[src/rtl/char_bus_tx.sv]
// Character bus sender: FIFO-buffered bytes replayed as setup/pulse/hold/gap strobe frames.
// Optional built-in 'A'..'Z' test pattern is enabled by defining CHARTX_PATTERN_EN.
module char_bus_tx #(
  parameter int FIFO_DEPTH = 16,
  parameter int SETUP_CYC  = 16,
  parameter int PULSE_CYC  = 500000,
  parameter int HOLD_CYC   = 500000,
  parameter int GAP_CYC    = 16
) (
  input  logic                          i_clk,
  input  logic                          i_rst,
  input  logic [7:0]                    i_data,
  input  logic                          i_valid,
  output logic                          o_ready,
  input  logic                          i_pattern_start,
  output logic [7:0]                    o_p,
  output logic                          o_strobe,
  output logic                          o_busy,
  output logic [$clog2(FIFO_DEPTH):0]   o_fifo_count
);

  localparam int AW = $clog2(FIFO_DEPTH);
  localparam int CW = AW + 1;

  // Counter reloads are one less than the state length: a state ends on the edge where cnt==0.
  localparam logic [19:0] SETUP_LD = 20'(SETUP_CYC - 1);
  localparam logic [19:0] PULSE_LD = 20'(PULSE_CYC - 1);
  localparam logic [19:0] HOLD_LD  = 20'(HOLD_CYC - 1);
  localparam logic [19:0] GAP_LD   = 20'(GAP_CYC - 1);

  typedef enum logic [2:0] {S_IDLE, S_SETUP, S_PULSE, S_HOLD, S_GAP} state_t;

  state_t          state_q, state_d;
  logic [19:0]     cnt_q, cnt_d;
  logic [7:0]      p_q, p_d;
  logic            strobe_q, strobe_d;
  logic            busy_q, busy_d;
  logic [AW-1:0]   wr_ptr_q, wr_ptr_d;
  logic [AW-1:0]   rd_ptr_q, rd_ptr_d;
  logic [CW-1:0]   count_q, count_d;
  logic [7:0]      mem_q [FIFO_DEPTH];

  logic fifo_empty, push, pop, gap_end;
  logic pat_start, pat_active;

  assign fifo_empty = (count_q == '0);
  assign gap_end    = (state_q == S_GAP) && (cnt_q == '0);
  assign o_ready    = (count_q < CW'(FIFO_DEPTH)) && !pat_active;
  assign push       = i_valid && o_ready;

`ifdef CHARTX_PATTERN_EN
  logic pat_q, pat_d;

  assign pat_start  = i_pattern_start && (state_q == S_IDLE) && fifo_empty;
  assign pat_active = pat_q;

  // Pattern walks o_p itself from 'A' upward; 'Z' marks the last frame.
  always_comb begin
    pat_d = pat_q;
    if (pat_start)                        pat_d = 1'b1;
    else if (pat_q && gap_end && p_q == 8'h5A) pat_d = 1'b0;
  end

  always_ff @(posedge i_clk) begin
    if (i_rst) pat_q <= 1'b0;
    else       pat_q <= pat_d;
  end
`else
  logic unused_pattern_start;

  assign unused_pattern_start = i_pattern_start;
  assign pat_start            = 1'b0;
  assign pat_active           = 1'b0;
`endif

  always_comb begin
    state_d = state_q;
    cnt_d   = cnt_q;
    p_d     = p_q;
    pop     = 1'b0;
    case (state_q)
      S_IDLE: begin
        if (pat_start) begin
          p_d     = 8'h41;
          state_d = S_SETUP;
          cnt_d   = SETUP_LD;
        end else if (!fifo_empty) begin
          pop     = 1'b1;
          p_d     = mem_q[rd_ptr_q];
          state_d = S_SETUP;
          cnt_d   = SETUP_LD;
        end
      end
      S_SETUP: begin
        if (cnt_q == '0) begin
          state_d = S_PULSE;
          cnt_d   = PULSE_LD;
        end else cnt_d = cnt_q - 20'd1;
      end
      S_PULSE: begin
        if (cnt_q == '0) begin
          state_d = S_HOLD;
          cnt_d   = HOLD_LD;
        end else cnt_d = cnt_q - 20'd1;
      end
      S_HOLD: begin
        if (cnt_q == '0) begin
          state_d = S_GAP;
          cnt_d   = GAP_LD;
        end else cnt_d = cnt_q - 20'd1;
      end
      S_GAP: begin
        if (cnt_q != '0) begin
          cnt_d = cnt_q - 20'd1;
        end else if (pat_active && p_q != 8'h5A) begin
          p_d     = p_q + 8'd1;
          state_d = S_SETUP;
          cnt_d   = SETUP_LD;
        end else if (!fifo_empty) begin
          pop     = 1'b1;
          p_d     = mem_q[rd_ptr_q];
          state_d = S_SETUP;
          cnt_d   = SETUP_LD;
        end else begin
          state_d = S_IDLE;
        end
      end
      default: state_d = S_IDLE;
    endcase
  end

  always_comb begin
    strobe_d = (state_d == S_PULSE);
    busy_d   = (state_d != S_IDLE);
    wr_ptr_d = push ? wr_ptr_q + 1'b1 : wr_ptr_q;
    rd_ptr_d = pop  ? rd_ptr_q + 1'b1 : rd_ptr_q;
    count_d  = count_q + CW'(push) - CW'(pop);
  end

  always_ff @(posedge i_clk) begin
    if (i_rst) begin
      state_q  <= S_IDLE;
      cnt_q    <= '0;
      p_q      <= 8'h00;
      strobe_q <= 1'b0;
      busy_q   <= 1'b0;
      wr_ptr_q <= '0;
      rd_ptr_q <= '0;
      count_q  <= '0;
    end else begin
      state_q  <= state_d;
      cnt_q    <= cnt_d;
      p_q      <= p_d;
      strobe_q <= strobe_d;
      busy_q   <= busy_d;
      wr_ptr_q <= wr_ptr_d;
      rd_ptr_q <= rd_ptr_d;
      count_q  <= count_d;
    end
  end

  always_ff @(posedge i_clk) begin
    if (push) mem_q[wr_ptr_q] <= i_data;
  end

  assign o_p          = p_q;
  assign o_strobe     = strobe_q;
  assign o_busy       = busy_q;
  assign o_fifo_count = count_q;

endmodule

[config.mk]
export PLATFORM = sky130hd
export DESIGN_NAME = char_bus_tx
export DESIGN_NICKNAME = d
export VERILOG_FILES = /design/src/rtl/char_bus_tx.sv
export SDC_FILE = /design/constraint.sdc
export NUM_CORES = 1
export LEC_CHECK = 0
export CORE_UTILIZATION = 50
export DETAILED_ROUTE_END_ITERATION = 6
export PLACE_DENSITY = 0.67
export SYNTH_ARGS = -nofsm -noshare
export SYNTH_HDL_FRONTEND = slang
export SYNTH_SLANG_ARGS = --single-unit
[constraint.sdc]
create_clock -name i_clk -period 4.01 [get_ports i_clk]
set_input_delay 0.6015 -clock i_clk [delete_from_list [all_inputs] [get_ports i_clk]]
set_output_delay 0.6015 -clock i_clk [all_outputs]
set_load 0.02 [all_outputs]
==> PnR_summary.wiki <==
{| class="wikitable"
! Metric !! Value
|-
| Final routed wire length divided by cell count || 20.2 µm
|-
| Routed via count divided by cell count || 6.06
|-
| Standard cell core area || 14500 µm²
|-
| Via Count || 4478
|-
| Clock-pin slew on the worst setup and hold paths || 0.06 ns
|-
| Arrival @ worst endpoint || 3.67 ns
|-
| Most frequently used flop master after synthesis || sky130_fd_sc_hd__edfxtp_1
|-
| Startpoint of the most critical hold path || o_p[3]
|-
| I/O Buffers || 26
|-
| First-pass GRT wire length || 23500 µm
|-
| Final Cycle Share || 0.827
|-
| Net count after synthesis || 540
|-
| Maximum operating frequency || 0.302 GHz
|-
| Fill cell count || 1120
|-
| Buffer type at the clock tree root || sky130_fd_sc_hd__clkbuf_16
|-
| Number of instances in the synthesized netlist || 516
|-
| PwrDens || 696 nW/µm²
|-
| Routed wire length || 15000 µm
|-
| Die extent in y || 124 µm
|-
| Total GRT Usage || 0.213
|-
| Total length of routed met3 wires || 886 µm
|-
| Antenna violations before repair || 0
|-
| Bufs on Longest Clock Path || 2
|-
| Worst hold endpoint || o_p[3]
|-
| Deepest level of the CTS H-tree || 4
|-
| Power consumption || 5.89 mW
|-
| Worst reg2reg path depth || 12
|-
| Reg-to-reg setup timing slack || 0.69 ns
|-
| First-pass DRT Iterations || 5
|-
| Met2 layer wire length in the routed design || 7330 µm
|-
| Die extent in x || 124 µm
|-
| Capture instance of the worst register-to-register path || o_fifo_count[4]
|-
| Highest metal layer with signal wires || met4
|-
| Final Setup Violations || 0
|-
| Hold crit path type || reg -> reg
|-
| Number of register bits inferred by synthesis || 178
|-
| Transition time of the tightest slew-check pin || 0.916 ns
|-
| Routability Congestion || 0.837
|-
| Violation count after the first detailed-route iteration || 410
|-
| Worst path required time || 4.37 ns
|-
| RSZ-0062 raised after global routing || no
|-
| Max Cap Violations || 0
|-
| Share of post-route cells with drive strength above 1 || 0.155
|-
| Clock latency on the worst-skew pair || 0.43 ns
|-
| Post-synth ARST share || 0
|-
| Tightest slew margin relative to the limit || 0.388
|-
| Summed negative setup slack over all endpoints || 0 ns
|-
| Sequential fraction of the synthesis area || 0.655
|-
| Post-synth EDFFs || 128
|-
| Half-perimeter wire length of the detailed placement result || 9780 µm
|-
| Remaining DRCs || 0
|-
| Final Critical Period || 3.32 ns
|-
| Avg Synthesized Cell Area || 14.3 µm²
|-
| Largest net degree at the start of global routing || 39
|-
| Post-CTS Hold Buffers || 0
|-
| WL met1 || 6600 µm
|-
| Total gr overflow || 0
|-
| Final Cell Area || 8460 µm²
|-
| Outcome || completed
|-
| Cell area after synthesis || 7390 µm²
|-
| Crit Path Max Fanout || 13
|-
| Number of max-slew violations in the final report || 0
|-
| Die outline area || 15300 µm²
|-
| Start of the worst register-to-register path || cnt_q[0]
|-
| TritonCTS clock tree || done
|-
| Number of nets still failing antenna checks after routing || 0
|-
| Capturing element type of the critical path || register
|-
| Worst Hold Path Cells || 2
|-
| Area added between synthesis and finish || 14.5%
|-
| Fraction of the core area covered by cells at the end of the flow || 0.584
|-
| Number of post-CTS setup repair buffers || 0
|-
| Critical path type || reg -> reg
|-
| Worst IR drop on VDD || 315 µV
|-
| Number of core rows || 44
|-
| Setup Skew || 0.0104 ns
|-
| Leak Pwr || 2.83 nW
|-
| Number of sinks driven by the clock tree || 178
|-
| Synth cell types || 58
|-
| Post-cts sizing count || 0
|-
| Initial cell density of the core || 0.511
|-
| Launching element type of the critical path || register
|-
| Layout net count || 567
|-
| Number of synthesis warnings || 0
|-
| Num CTS Buffers || 17
|-
| Number of hold violations in the final report || 0
|-
| Ant. Diodes || 0
|-
| DP Area || 7860 µm²
|-
| Vias in the first global route || 4389
|-
| I/O Pins || 28
|}
[state kept, by name (all words and copies together), names as in the netlist, named ones only]
signal and flops:
o_busy 1, state_q 3, rd_ptr_q 4, o_fifo_count 5, cnt_q 20, o_p 8, wr_ptr_q 4, o_strobe 1
mem_q 128
[how the worst max path moves through the flow]
stage	slack [ns]	startpoint	end	cells past startpoint
after global placement	0.83	cnt_q[0]	o_fifo_count[4]	12
final	0.69	cnt_q[0]	o_fifo_count[4]	12
after CTS	0.73	cnt_q[0]	o_fifo_count[4]	12
after floorplan	0.55	o_fifo_count[3]	o_fifo_count[4]	14
after detailed placement	0.76	cnt_q[0]	o_fifo_count[4]	12
after global routing	0.50	cnt_q[0]	o_fifo_count[4]	12
[critical path: stages, from the launching register on]
cell	delay (ns)
sky130_fd_sc_hd__dfxtp_1	0.32
sky130_fd_sc_hd__inv_1	0.09
sky130_fd_sc_hd__ha_1	0.21
sky130_fd_sc_hd__nor3b_1	0.40
sky130_fd_sc_hd__and4_1	0.54
sky130_fd_sc_hd__a31o_2	0.29
sky130_fd_sc_hd__xor2_1	0.08
sky130_fd_sc_hd__ha_1	0.21
sky130_fd_sc_hd__fa_1	0.41
sky130_fd_sc_hd__a21oi_1	0.16
sky130_fd_sc_hd__nor2_1	0.06
sky130_fd_sc_hd__or3_1	0.34
sky130_fd_sc_hd__a21oi_1	0.14
[layout by cell type (no fill, tap or decap), drive strengths merged, types with 7 or more instances in the layout]
cell type      instances
edfxtp               128
dfxtp                 50
nor2                  39
mux4                  32
nand2                 26
clkdlybuf4s50         26
a21oi                 19
clkbuf                18
nor3                  17
inv                   17
o21ai                 14
buf                   12
o22ai                 11
ha                    11
nand3                 10
a221oi                10
nor2b                  8
a22o                   8
or4                    7
[per-stage QoR]
stage | cells | hold WS (ns) | setup slack (ns)
after floorplan | 516 | 0.450 | 0.555
after global placement | 708 | 0.458 | 0.828
after detailed placement | 708 | 0.464 | 0.762
after CTS | 739 | 0.472 | 0.733
after global routing | 739 | 0.507 | 0.502
final | 739 | 0.472 | 0.693
[report_power, final]
group          leakage, nW  switching [mW]  internal (mW)
logic                0.968            1.03          0.808
clock network        0.298           0.700          0.991
registers             1.56           0.212           2.15
[final cells by class]
cell class                      count  area (µm²)  share of cell area
Clock buffer                       18         429              0.0507
Clock inverter                     13         173              0.0204
Inverter                           12        45.0             0.00532
Multi-Input combinational cell    296        2390               0.282
Sequential cell                   178        4850               0.573
Tap cell                          184         230              0.0272
Timing Repair Buffer               38         350              0.0414
[synthesized netlist by cell type (all sizes together) (3+ instances only)]
cell type    n  area (µm²)
nor4         6        37.5
mux2         3        33.8
nand3b       5        37.5
nand3       10        50.1
clkbuf      23        87.6
edfxtp     128        3840
nand2b       4        25.0
a221oi      10        87.6
mux4        32         721
ha          11         138
a22o         8        70.1
a211oi       4        30.0
buf          7        27.5
nor3        17        85.1
nor2b        8        50.1
inv         11        41.3
o21ai       14        70.1
o22ai       11        68.8
nand4        6        37.5
or4          7        52.6
or2          3        18.8
dfxtp       50        1000
a21oi       19        95.1
or3          6        37.5
a31oi        3        18.8
a31o         3        26.3
nor2        39         146
xnor2        5        43.8
a21o         5        38.8
xor2         5        43.8
and2         3        18.8
nand2       26        97.6
[per-layer routing]
metal | GRT usage | up-vias
li1 | - | 2074
met1 | 0.287 | 2256
met2 | 0.339 | 138
met3 | 0.0650 | 10
met4 | 0.0497 | 0
met5 | 0 | -
[cell families after synthesis]
family / count (synthesis) / share of synthesized area
xor gates and xnor gates: 10 / 0.0118
and+or+nand+nor: 147 / 0.102
DFF: 178 / 0.655
AOI/OAI and AO/OA: 91 / 0.0846
muxes: 36 / 0.103
buffers and inverters: 42 / 0.0217
adders and majority gates: 12 / 0.0213
Power figures use the tool's default switching activity.
